$ cat src/rtl/adau_spi_master_if.sv
// Command handshake and codec SPI pins of the ADAU SPI master.
// The master modport is the serialiser side; the slave modport is the sequencer/codec side.
interface adau_spi_master_if;
  logic [31:0] command;
  logic        command_valid;
  logic        spi_ready;
  logic        spi_cs_n;
  logic        spi_sclk;
  logic        spi_mosi;
  logic        spi_miso;
  logic [7:0]  rdata;
  logic        rdata_valid;

  modport master (
    input  command, command_valid, spi_miso,
    output spi_ready, spi_cs_n, spi_sclk, spi_mosi, rdata, rdata_valid
  );

  modport slave (
    output command, command_valid, spi_miso,
    input  spi_ready, spi_cs_n, spi_sclk, spi_mosi, rdata, rdata_valid
  );
endinterface

$ cat src/rtl/adau_spi_master.sv
// Serialises 32-bit ADAU register commands as mode-0 SPI frames (CLATCH/CCLK/CDATA/COUT).
// Optional read-back capture of the last COUT byte is enabled by defining ADAU_SPI_READBACK_EN.
module adau_spi_master #(
  parameter int unsigned CLK_DIV = 4,
  parameter int unsigned CS_GAP  = 8
) (
  input  logic clk,
  input  logic reset,
  adau_spi_master_if.master io_spi
);

  // state | meaning
  // IDLE  | spi_ready high, waiting for command_valid
  // SETUP | cs_n low, sclk low for CLK_DIV cycles
  // SHIFT | 32 bits, CLK_DIV high then CLK_DIV low per bit
  // HOLD  | cs_n low, sclk low for CLK_DIV cycles after the last bit
  // GAP   | cs_n high for CS_GAP cycles
  typedef enum logic [2:0] {
    S_IDLE,
    S_SETUP,
    S_SHIFT,
    S_HOLD,
    S_GAP
  } state_t;

  localparam logic [7:0] DIV_LD = 8'(CLK_DIV - 1);
  localparam logic [7:0] GAP_LD = 8'(CS_GAP - 1);

  state_t      r_state;
  logic [7:0]  r_phase;
  logic [5:0]  r_bit;
  logic [30:0] r_shift;
  logic        r_ready;
  logic        r_cs_n;
  logic        r_sclk;
  logic        r_mosi;

  logic        w_phase_done;
  logic        w_accept;

  assign w_phase_done = (r_phase == 8'd0);
  assign w_accept     = (r_state == S_IDLE) && r_ready && io_spi.command_valid;

  always_ff @(posedge clk or posedge reset) begin
    if (reset) begin
      r_state <= S_IDLE;
      r_phase <= 8'd0;
      r_bit   <= 6'd0;
      r_shift <= 31'd0;
      r_ready <= 1'b0;
      r_cs_n  <= 1'b1;
      r_sclk  <= 1'b0;
      r_mosi  <= 1'b0;
    end else begin
      case (r_state)
        S_IDLE: begin
          if (w_accept) begin
            r_shift <= io_spi.command[30:0];
            r_mosi  <= io_spi.command[31];
            r_cs_n  <= 1'b0;
            r_ready <= 1'b0;
            r_phase <= DIV_LD;
            r_bit   <= 6'd0;
            r_state <= S_SETUP;
          end else begin
            r_ready <= 1'b1;
          end
        end

        S_SETUP: begin
          if (w_phase_done) begin
            r_sclk  <= 1'b1;
            r_bit   <= r_bit + 6'd1;
            r_phase <= DIV_LD;
            r_state <= S_SHIFT;
          end else begin
            r_phase <= r_phase - 8'd1;
          end
        end

        // r_bit counts rising edges already issued; the 32nd low phase runs out without a 33rd edge
        S_SHIFT: begin
          if (!w_phase_done) begin
            r_phase <= r_phase - 8'd1;
          end else begin
            r_phase <= DIV_LD;
            if (r_sclk) begin
              r_sclk <= 1'b0;
              if (r_bit != 6'd32) begin
                r_mosi  <= r_shift[30];
                r_shift <= {r_shift[29:0], 1'b0};
              end
            end else if (r_bit == 6'd32) begin
              r_state <= S_HOLD;
            end else begin
              r_sclk <= 1'b1;
              r_bit  <= r_bit + 6'd1;
            end
          end
        end

        S_HOLD: begin
          if (w_phase_done) begin
            r_cs_n  <= 1'b1;
            r_mosi  <= 1'b0;
            r_phase <= GAP_LD;
            r_state <= S_GAP;
          end else begin
            r_phase <= r_phase - 8'd1;
          end
        end

        S_GAP: begin
          if (w_phase_done) begin
            r_ready <= 1'b1;
            r_state <= S_IDLE;
          end else begin
            r_phase <= r_phase - 8'd1;
          end
        end

        default: begin
          r_state <= S_IDLE;
        end
      endcase
    end
  end

  assign io_spi.spi_ready = r_ready;
  assign io_spi.spi_cs_n  = r_cs_n;
  assign io_spi.spi_sclk  = r_sclk;
  assign io_spi.spi_mosi  = r_mosi;

`ifdef ADAU_SPI_READBACK_EN
  logic       r_rw;
  logic [7:0] r_miso_sr;
  logic [7:0] r_rdata;
  logic       r_rdata_valid;
  logic       w_rise;
  logic       w_hold_end;

  // Same edges on which the FSM drives sclk high / releases cs_n.
  assign w_rise = w_phase_done &&
                  ((r_state == S_SETUP) ||
                   ((r_state == S_SHIFT) && !r_sclk && (r_bit != 6'd32)));
  assign w_hold_end = w_phase_done && (r_state == S_HOLD);

  always_ff @(posedge clk or posedge reset) begin
    if (reset) begin
      r_rw          <= 1'b0;
      r_miso_sr     <= 8'd0;
      r_rdata       <= 8'd0;
      r_rdata_valid <= 1'b0;
    end else begin
      r_rdata_valid <= 1'b0;
      if (w_accept) begin
        r_rw <= io_spi.command[24];
      end
      if (w_rise) begin
        r_miso_sr <= {r_miso_sr[6:0], io_spi.spi_miso};
      end
      if (w_hold_end && r_rw) begin
        r_rdata       <= r_miso_sr;
        r_rdata_valid <= 1'b1;
      end
    end
  end

  assign io_spi.rdata       = r_rdata;
  assign io_spi.rdata_valid = r_rdata_valid;
`else
  // Read-back disabled: COUT is ignored and the masking keeps rdata at zero.
  assign io_spi.rdata       = 8'h00 & {8{io_spi.spi_miso}};
  assign io_spi.rdata_valid = 1'b0;
`endif

endmodule
$ cat src/flat_wrapper.sv
// flat-port wrapper written by rule: the top's interface ports become plain ports
module adau_spi_master_flat 
#(
  parameter int unsigned CLK_DIV = 4,
  parameter int unsigned CS_GAP  = 8
)
  (clk, reset, io_spi_command, io_spi_command_valid, io_spi_spi_miso, io_spi_spi_ready, io_spi_spi_cs_n, io_spi_spi_sclk, io_spi_spi_mosi, io_spi_rdata, io_spi_rdata_valid);
  adau_spi_master_if io_spi_i ();
  input  logic clk;
  input  logic reset;
  input wire logic [$bits(io_spi_i.command)-1:0] io_spi_command;
  input wire logic [$bits(io_spi_i.command_valid)-1:0] io_spi_command_valid;
  input wire logic [$bits(io_spi_i.spi_miso)-1:0] io_spi_spi_miso;
  output wire logic [$bits(io_spi_i.spi_ready)-1:0] io_spi_spi_ready;
  output wire logic [$bits(io_spi_i.spi_cs_n)-1:0] io_spi_spi_cs_n;
  output wire logic [$bits(io_spi_i.spi_sclk)-1:0] io_spi_spi_sclk;
  output wire logic [$bits(io_spi_i.spi_mosi)-1:0] io_spi_spi_mosi;
  output wire logic [$bits(io_spi_i.rdata)-1:0] io_spi_rdata;
  output wire logic [$bits(io_spi_i.rdata_valid)-1:0] io_spi_rdata_valid;
  assign io_spi_i.command = io_spi_command;
  assign io_spi_i.command_valid = io_spi_command_valid;
  assign io_spi_i.spi_miso = io_spi_spi_miso;
  assign io_spi_spi_ready = io_spi_i.spi_ready;
  assign io_spi_spi_cs_n = io_spi_i.spi_cs_n;
  assign io_spi_spi_sclk = io_spi_i.spi_sclk;
  assign io_spi_spi_mosi = io_spi_i.spi_mosi;
  assign io_spi_rdata = io_spi_i.rdata;
  assign io_spi_rdata_valid = io_spi_i.rdata_valid;
  adau_spi_master #(.CLK_DIV(CLK_DIV), .CS_GAP(CS_GAP)) u_core (.clk(clk), .reset(reset), .io_spi(io_spi_i));
endmodule
$ cat config.mk
export PLATFORM = sky130hd
export DESIGN_NAME = adau_spi_master_flat
export DESIGN_NICKNAME = d
export VERILOG_FILES = /design/src/rtl/adau_spi_master_if.sv /design/src/rtl/adau_spi_master.sv /design/src/flat_wrapper.sv
export SDC_FILE = /design/constraint.sdc
export NUM_CORES = 1
export LEC_CHECK = 0
export BUFFER_PORTS_ARGS = -buffer_cell sky130_fd_sc_hd__buf_2
export CAP_MARGIN = 20
export CORE_MARGIN = 2
export CORE_UTILIZATION = 25
export CTS_CLUSTER_SIZE = 16
export DETAILED_ROUTE_END_ITERATION = 6
export GPL_TIMING_DRIVEN = 1
export HOLD_SLACK_MARGIN = 0.12
export PLACE_DENSITY_LB_ADDON = 0.1
export REMOVE_ABC_BUFFERS = 1
export SYNTH_ARGS = -nofsm -noshare
export SYNTH_HDL_FRONTEND = slang
export SYNTH_SLANG_ARGS = --single-unit
$ cat constraint.sdc
create_clock -name clk -period 2.3 [get_ports clk]
set_clock_uncertainty 0.15 [all_clocks]
set_input_delay 0.23 -clock clk [delete_from_list [all_inputs] [get_ports clk]]
set_output_delay 0.23 -clock clk [all_outputs]
set_load 0.005 [all_outputs]
==> results.json <==
{
  "cell_pwr_density_nw_per_um2": 1082,
  "die_width_um": 110.6,
  "maximum_number_of_pins_on_one_net_before_global_route_repair": 52,
  "post-route-util_pct": 34.56,
  "timing.critical_path.from_type": "register",
  "io_buffers": 38,
  "stdcell_count": 522,
  "syn_to_final_growth_pct": 33.54,
  "dieArea_um2": 12240,
  "top_signal_layer_used": "met4",
  "finalMaxSlewViolations": 0,
  "drt_wl_total_um": 7033,
  "timing.final.hold_violations": 0,
  "cts.htree.levels": 2,
  "rr_startpoint": "u_core.r_phase[1]$_DFFE_PP0P_",
  "synth_cell_types": 55,
  "max-clock-path-buffers": 2,
  "fin_crit_sh_pct": 94.77,
  "finish.net_count": 421,
  "fin_crit_period_ns": 2.180,
  "path_clk_slew_ns": 0.08,
  "endpoint": "u_core.io_spi.spi_mosi$_DFFE_PP0P_",
  "static-leakage-power_nw": 1.573,
  "fillerInstances": 1143,
  "drt_first_iter_violations": 87,
  "layout_common_cells": "sky130_fd_sc_hd__dfrtp_1, sky130_fd_sc_hd__nor2_1, sky130_fd_sc_hd__a21oi_1, sky130_fd_sc_hd__buf_2, sky130_fd_sc_hd__dlygate4sd3_1",
  "layout-drive-gt1-share_pct": 21.47,
  "worst_slew_margin_pct": 55.99,
  "crit_type": "reg2reg",
  "gr-usage-all-layers_pct": 11.77,
  "wire_per_inst_um": 13.47,
  "die_height_um": 110.6,
  "biggest_fanout_along_the_worst_timing_path": 7,
  "critical_path.reg2reg.endpoint": "u_core.io_spi.spi_mosi$_DFFE_PP0P_",
  "ff_latch_area_um2": 1303,
  "reg2reg_path_depth": 7,
  "category_of_the_worst_setup_path_capture_point": "register",
  "detail_route.first_pass.iterations": 4,
  "critPathArrivalTime_ns": 2.19,
  "met1Wirelength_um": 3433,
  "synthCells": 299,
  "mappedNetlistArea_um2": 2843,
  "route.met3.wl_um": 240,
  "fin_setup_tns_ns": 0,
  "worst_ep_required_time_ns": 2.31,
  "final_antenna_net_count": 0,
  "clkLatencyLatePin_ns": 0.30,
  "antenna_cells": 0,
  "place_hpwl_um": 4644,
  "overflow": 0,
  "synth_enable_flop_cells": 0,
  "timing_worst_slew_pin_value_ns": 0.6532,
  "total_area_of_multi_input_combinational_cells_um2": 1414,
  "ys_warn_count": 0,
  "viasPerCell": 4.617,
  "clock_tree_from_tritoncts": "done",
  "maxCapViolCount": 0,
  "placed_cells_incl_taps": 480,
  "grt_pass1_vias": 2374,
  "clock.fmax_mhz": 458.8,
  "rrSetupSlack_ns": 0.12,
  "grt_setup_unrepaired": "true",
  "outcome": "completed",
  "yosys_most_used_dff": "sky130_fd_sc_hd__dfrtp_1",
  "rows": 38,
  "synth-seq-area-share_pct": 45.82,
  "root_buffer": "sky130_fd_sc_hd__clkbuf_16",
  "start_util_pct": 25.88,
  "numCtsBuffers": 5,
  "cts.sinks": 52,
  "vdd_ir_drop_max_mv": 0.3564,
  "placeableCoreArea_um2": 10980,
  "drcViolationCount": 0,
  "path_class_of_the_lowest_slack_min_delay_path": "in2reg",
  "final-setup-viol-count": 0,
  "synth_area_per_cell_um2": 9.507,
  "synthArstFlopShare_pct": 100.0,
  "antenna_violations_before_repair": 0,
  "number_of_synthesized_register_bits": 52,
  "num_vias": 2410,
  "global_route_wire_length_before_repair_um": 11920,
  "io-pin-count": 49,
  "wl_met2_um": 3252,
  "cp_startpoint": "u_core.r_phase[1]$_DFFE_PP0P_",
  "final_common_cell": "sky130_fd_sc_hd__dfrtp_1",
  "place_congestion": 0.7646
}
==> layer usage <==
layer | vias to the layer above | global-route usage [%]
li1 | 1208 | -
met1 | 1143 | 15.74
met4 | 0 | 3.833
met2 | 48 | 18.81
met3 | 11 | 2.744
met5 | - | 0
==> worst min-delay path by stage <==
stage,startpoint,to,slack (ns),cells past startpoint
finish,io_spi_command_valid,u_core.io_spi.spi_cs_n$_DFFE_PP1P_,0.14,4
global route,io_spi_command_valid,u_core.io_spi.spi_cs_n$_DFFE_PP1P_,0.18,4
CTS,io_spi_command_valid,u_core.io_spi.spi_cs_n$_DFFE_PP1P_,0.13,4
detailed placement,reset,u_core.r_shift[12]$_DFFE_PP0P_,0.21,2
global placement,reset,u_core.r_shift[13]$_DFFE_PP0P_,0.20,2
floorplan,io_spi_command[0],u_core.r_shift[0]$_DFFE_PP0P_,0.23,1
==> worst max-delay path, stage by stage, from the launching register on <==
cell and delay (ns):
sky130_fd_sc_hd__dfrtp_1 0.38, sky130_fd_sc_hd__inv_1 0.10, sky130_fd_sc_hd__ha_2 0.20, sky130_fd_sc_hd__or3b_4 0.41, sky130_fd_sc_hd__nor2_4 0.18, sky130_fd_sc_hd__a41oi_2 0.17, sky130_fd_sc_hd__a221oi_2 0.34, sky130_fd_sc_hd__a211oi_1 0.11
==> sequential cells by signal, indices dropped and copies added, names as in the netlist <==
register                 flops
u_core.io_spi.spi_cs_n       1
u_core.io_spi.spi_sclk       1
u_core.io_spi.spi_mosi       1
u_core.r_state               3
u_core.r_shift              31
u_core.io_spi.spi_ready      1
u_core.r_phase               8
u_core.r_bit                 6
==> what timing repair did <==
| item | 4_1_cts | 5_1_grt |
|---|---|---|
| resized for setup | 2 | 3 |
| setup endpoints to repair | 12 | 37 |
| hold buffers | 32 | 0 |
| setup buffers | 1 | 0 |
| gates cloned | 0 | 1 |
| pin swaps | 2 | 3 |
| endpoints found under the hold margin | 58 | 0 |
==> final cells by class <==
| type | count | area share [%] |
|---|---|---|
| multi-input combinational | 220 | 37.24 |
| sequential | 52 | 34.31 |
| timing repair buffer | 91 | 18.72 |
| inverter | 11 | 1.088 |
| clock buffer | 5 | 3.296 |
| tap | 140 | 4.614 |
| clock inverter | 3 | 0.7251 |
==> cells in the mapped netlist (all sizes together), types with 3 or more instances <==
| library cell | instances | area [um^2] |
|---|---|---|
| a21oi | 38 | 190.2 |
| nor2 | 42 | 165.2 |
| xnor2 | 3 | 26.28 |
| o21ai | 13 | 65.06 |
| inv | 11 | 41.29 |
| clkbuf | 5 | 18.77 |
| nand2b | 5 | 31.28 |
| o31ai | 7 | 57.55 |
| dfrtp | 51 | 1276 |
| nor4 | 3 | 18.77 |
| ha | 4 | 50.05 |
| a31oi | 5 | 31.28 |
| nand2 | 14 | 52.55 |
| nor2b | 4 | 25.02 |
| nand3 | 7 | 40.04 |
| buf | 19 | 130.1 |
| mux2i | 30 | 300.3 |
==> through the flow <==
stage	area [um^2]	setup slack (ns)	power (mW)	hold slack [ns]
final	3796	0.1202	4.109	0.1403
after CTS	3759	0.01686	4.142	0.1346
after floorplan	2724	-0.9908	2.700	0.2286
after global routing	3796	-0.05017	4.511	0.1752
after detailed placement	3263	-0.008120	3.258	0.2130
after global placement	3263	0.02108	3.232	0.2047
==> logic make-up (layout without fill, tap and decap cells) <==
| kind of cell | after synthesis | after routing | share of synthesized area (%) |
|---|---|---|---|
| and+or+nand+nor | 93 | 93 | 16.59 |
| AOI/OAI and AO/OA | 80 | 80 | 17.21 |
| DFF | 52 | 52 | 45.82 |
| buffers and inverters | 35 | 110 | 6.690 |
| muxes | 30 | 30 | 10.56 |
| adders and majority gates | 4 | 4 | 1.761 |
| xor gates and xnor gates | 4 | 4 | 1.233 |
| other | 1 | 9 | 0.1319 |
==> power by group <==
group          total, mW  internal (mW)  leakage, nW  switching (mW)
clock              0.800          0.414       0.0719           0.385
combinational       1.67          0.799        0.887           0.873
sequential          1.64           1.34        0.613           0.298
total               4.11           2.55         1.57            1.56
No activity file was read; power rests on OpenSTA's default activity.
